===== src/rtl/approx_dot_accumulator.sv =====
// Dot-product accumulator placed after the 8x8 approximate multiplier.
// Sums VEC_LEN unsigned 16-bit products per vector and presents each completed
// sum in a one-entry output register with valid/ready backpressure.
module approx_dot_accumulator #(
   parameter int unsigned VEC_LEN = 16,
   parameter int unsigned ACC_W   = 20
) (
   input  logic             clk,
   input  logic             rst,
   input  logic             clr,
   input  logic             in_valid,
   output logic             in_ready,
   input  logic [15:0]      in_prod,
   output logic             out_valid,
   input  logic             out_ready,
   output logic [ACC_W-1:0] out_sum,
   output logic [7:0]       out_vec_id
);

   localparam int unsigned CNT_W = $clog2(VEC_LEN);
   localparam logic [CNT_W-1:0] LAST = CNT_W'(VEC_LEN - 1);

   // Reject parameter sets that could wrap the accumulator or the counter.
   if (ACC_W < 16 + $clog2(VEC_LEN)) begin : g_acc_w_check
      $error("approx_dot_accumulator: ACC_W too narrow for VEC_LEN");
   end
   if (VEC_LEN < 2 || VEC_LEN > 255) begin : g_vec_len_check
      $error("approx_dot_accumulator: VEC_LEN outside 2..255");
   end

   logic [ACC_W-1:0] acc;
   logic [CNT_W-1:0] cnt;
   logic [7:0]       vec_cnt;

   logic             is_last;
   logic             accept;
   logic             complete;
   logic [ACC_W-1:0] sum_next;

   // Handshake decode; in_ready never looks at in_valid or clr.
   always_comb begin
      is_last  = (cnt == LAST);
      in_ready = !(out_valid && !out_ready && is_last);
      accept   = in_valid && in_ready;
      complete = accept && is_last && !clr;
      sum_next = acc + ACC_W'(in_prod);
   end

   // Partial-vector accumulator and product counter.
   always_ff @(posedge clk) begin
      if (rst) begin
         acc <= '0;
         cnt <= '0;
      end else if (clr) begin
         // A product offered alongside clr is dropped.
         acc <= '0;
         cnt <= '0;
      end else if (accept) begin
         if (is_last) begin
            acc <= '0;
            cnt <= '0;
         end else begin
            acc <= sum_next;
            cnt <= cnt + CNT_W'(1);
         end
      end
   end

   // Output register; a completing accept reloads it even while draining.
   always_ff @(posedge clk) begin
      if (rst) begin
         out_valid  <= 1'b0;
         out_sum    <= '0;
         out_vec_id <= '0;
         vec_cnt    <= '0;
      end else if (complete) begin
         out_valid  <= 1'b1;
         out_sum    <= sum_next;
         out_vec_id <= vec_cnt;
         vec_cnt    <= vec_cnt + 8'd1;
      end else if (out_valid && out_ready) begin
         out_valid <= 1'b0;
      end
   end

endmodule


===== config.mk =====
export PLATFORM = sky130hd
export DESIGN_NAME = approx_dot_accumulator
export DESIGN_NICKNAME = d
export VERILOG_FILES = /design/src/rtl/approx_dot_accumulator.sv
export SDC_FILE = /design/constraint.sdc
export NUM_CORES = 1
export LEC_CHECK = 0
export CORE_MARGIN = 5
export CORE_UTILIZATION = 58
export DETAILED_ROUTE_END_ITERATION = 12
export GPL_TIMING_DRIVEN = 0
export PLACE_DENSITY = 0.9
export SLEW_MARGIN = 20
export SYNTH_ARGS = -nofsm -noshare
export SYNTH_HDL_FRONTEND = slang
export SYNTH_SLANG_ARGS = --single-unit

===== constraint.sdc =====
create_clock -name clk -period 4.7 [get_ports clk]
set_clock_uncertainty 0.2 [all_clocks]
set_input_delay 1.175 -clock clk [delete_from_list [all_inputs] [get_ports clk]]
set_output_delay 1.175 -clock clk [all_outputs]
set_load 0.03 [all_outputs]

==> results of run 1 <==
synthesized netlist by cell type (2+ instances only):
library cell and number:
a211o_1 4, a211oi_1 3, a21o_1 10, a21oi_1 38, a22o_1 4, a22oi_1 7, a311oi_1 2, a31oi_1 6
and2_1 6, and3_1 2, buf_2 3, clkbuf_1 18, dfxtp_1 61, ha_1 18, inv_1 4, mux2i_1 2
nand2_1 66, nand2b_1 2, nand3_1 14, nand3b_1 3, nand4_1 6, nor2_1 31, nor2b_1 2, nor3_1 6
nor3b_1 5, o211ai_1 5, o21ai_0 12, or2_2 2, or3_1 3, or4_1 3, xnor2_1 14, xor2_1 8
cell type report:
type                            instances  area, µm²  area share (%)
Clock buffer                            9      123.9           3.083
Timing Repair Buffer                   50      500.5           12.46
Sequential cell                        61       1221           30.40
Multi-Input combinational cell        304       1903           47.37
Clock inverter                          7      73.82           1.837
Tap cell                               72      90.09           2.242
Buffer                                 22      86.33           2.149
Inverter                                5      18.77          0.4671
kinds of logic (layout without fill, tap and decap cells):
group,Yosys count,count (layout)
flops,61,61
fa+ha+maj,19,19
xor+xnor,22,22
simple gates,159,159
buf+inv,27,93
mux,2,2
compound gates,102,102
layout by cell type (no fill, tap or decap), types with 4 or more instances in the layout:
cell type         n
a211o_1           4
a21o_1           10
a21oi_1          38
a22o_1            4
a22oi_1           7
a31oi_1           6
and2_1            6
clkbuf_1         18
clkbuf_8          9
clkdlybuf4s50_1  50
dfxtp_1          61
ha_1             18
inv_1             4
nand2_1          66
nand3_1          14
nand4_1           6
nor2_1           31
nor3_1            6
nor3b_1           5
o211ai_1          5
o21ai_0          12
xnor2_1          14
xor2_1            8
power by group:
part	total (mW)	leakage [nW]	internal, mW	switching [mW]
registers	0.534	0.493	0.526	0.00764
logic	0.163	0.973	0.0664	0.0969
clock network	0.473	0.0996	0.246	0.227
total	1.17	1.57	0.839	0.331
critical path, stage by stage:
cell and delay [ps]:
clkdlybuf4s50_1 390, nand2b_1 190, or2_2 320, clkdlybuf4s50_1 600
state kept, by name, summed over array words and instances (netlist names):
register and count:
acc 20, cnt 4, out_sum 20, out_valid 1
out_vec_id 8, vec_cnt 8
per-layer routing:
| layer | share of wire, % | wire, µm | vias up | global-route usage (%) |
|---|---|---|---|---|
| met5 | 0 | 0 | - | 0 |
| li1 | - | - | 1520 | - |
| met4 | 3.5 | 305 | 0 | 12.95 |
| met1 | 42 | 3590 | 1441 | 29.84 |
| met2 | 47 | 4011 | 156 | 39.93 |
| met3 | 8.0 | 687 | 29 | 5.005 |
path summary, 6_finish.rpt:
path	endpoint	slack (ps)	cells past startpoint
worst max-delay path	in_ready	650	4
worst min-delay path	out_vec_id[6]	250	2
worst max register to register	out_sum[15]	1770	7
worst min register to register	out_vec_id[6]	250	2
==> impl_metrics.json, run 1 <==
{
  "grt_usage_pct": 24.32,
  "peakVddDrop_mv": 0.2141,
  "root_buffer": "clkbuf_8",
  "stdcell_area_mm2": 0.004018,
  "cts_resized": 0,
  "yosysSeqAreaShare_pct": 37.81,
  "tritoncts": "built",
  "rows": 27,
  "nNetsFinal": 493,
  "clock_path_buffers": 2,
  "avgSynthCellArea_um2": 8.238,
  "dpl_cell_area_mm2": 0.003820,
  "hold_viol": 0,
  "yosys.area_share.simple_pct": 24.10,
  "postSynthCellCount": 392,
  "tightest_slew_ps": 1031,
  "synthArstFlopShare_pct": 0,
  "place_ws_ps": 652.0,
  "antennaDiodeCount": 0,
  "worstSetupStartpoint": "out_ready",
  "gr-total-overflow": 0,
  "ys_warn_count": 0,
  "final_cell_count_no_fill": 530,
  "synth_compound_area_share_pct": 20.65,
  "maxCapViolations": 0,
  "wl_per_cell_um": 16.22,
  "worstSetupPathType": "in2out",
  "synth_top_family_by_area": "simple AND/OR/NAND/NOR gates",
  "cts-htree-levels": 3,
  "cts_setup_buffers": 0,
  "portBuffers": 50,
  "finalSetupTns_ps": 0,
  "crit_path_end_kind": "output pin",
  "cts_sinks": 61,
  "synth.area.top_cells": "dfxtp_1, nand2_1, ha_1",
  "postRouteAntennaNets": 0,
  "vias_per_cell": 5.936,
  "critPathMaxFanout": 4,
  "status": "finished, final reports clean",
  "synthesis.area_mm2": 0.003229,
  "drive_gt1_share_pct": 6.550,
  "path_clk_slew_ps": 80,
  "post-route-util_pct": 73.41,
  "worstPathArrival_ps": 2670,
  "critical_path.startpoint_type": "input port",
  "setup_slack_ps": 650.3,
  "die_w_um": 84.62,
  "clk_latency_ps": 340,
  "drc": 0,
  "fin_crit_ps": 4050,
  "die_area_mm2": 0.007160,
  "fmax_mhz": 246.9,
  "min_path_type": "reg2reg",
  "chipHeight_um": 84.62,
  "antenna_found_initial": 0,
  "drt_iter0_markers": 220,
  "vias": 3146,
  "p_per_area_mw_per_mm2": 291.3,
  "place_hpwl_um": 6053,
  "synth-edff-count": 0,
  "rsz0062_at_grt": "false",
  "r2r-start": "cnt[0]",
  "fin_crit_sh_pct": 86.16,
  "syn_to_final_growth_pct": 24.41,
  "first_pass_iters": 5,
  "hold-worst-slack_ps": 253.8,
  "syn_nets": 432,
  "p_leak_nw": 1.566,
  "core_mm2": 0.005473,
  "nFillCells": 415,
  "wirelength_um": 8594,
  "synth_area_leader_cell": "dfxtp_1",
  "cp.required_ps": 3320,
  "grt_pass1_vias": 3061,
  "start_util_pct": 59.01,
  "synth_top_flop_cell": "dfxtp_1",
  "synthMuxAreaShare_pct": 0.6199,
  "synth_seq_cells": 61,
  "min-delay-start": "out_vec_id[6]",
  "numCtsBuffers": 9,
  "gp_congestion": 0.8959,
  "maxSlewViolCount": 0,
  "dpl.cell_count": 514,
  "synth_adder_area_share_pct": 7.594,
  "grt_first_pass_wirelength_um": 14110,
  "setup_viol": 0,
  "ys_types": 54,
  "power_mw": 1.170,
  "synth_top_cell_area_share_pct": 37.81,
  "yosys.area_share.xor_xnor_pct": 5.967,
  "grt_max_degree": 13,
  "hold_buffers": 0,
  "pin_count": 51,
  "slew_headroom_pct": 30.73
}
Note: power is estimated with default switching activity, not from simulation.
==> inputs of run 2 (changes only) <==
==> constraint.sdc (replaced) <==
create_clock -name clk -period 4.7 [get_ports clk]
set_clock_uncertainty 0.2 [all_clocks]
set_input_delay 1.175 -clock clk [delete_from_list [all_inputs] [get_ports clk]]
set_output_delay 1.175 -clock clk [all_outputs]
set_load 0.05 [all_outputs]
==> results of run 2 <==
Same layout as run 1 (identical final DEF). Status: finished, final reports clean.
Main changes from that run: setup slack after placement 652.0 ps -> 560.0 ps; setup slack after layout 650.3 ps -> 542.1 ps
==> inputs of run 3 (changes only) <==
==> constraint.sdc (replaced) <==
create_clock -name clk -period 4.7 [get_ports clk]
set_clock_uncertainty 0.2 [all_clocks]
set_input_delay 0.94 -clock clk [delete_from_list [all_inputs] [get_ports clk]]
set_output_delay 0.94 -clock clk [all_outputs]
set_load 0.05 [all_outputs]
==> results of run 3 <==
Same layout as run 1 (identical final DEF). Status: finished, final reports clean.
Main changes from that run: setup slack after placement 652.0 ps -> 887.0 ps; setup slack after layout 650.3 ps -> 1012 ps
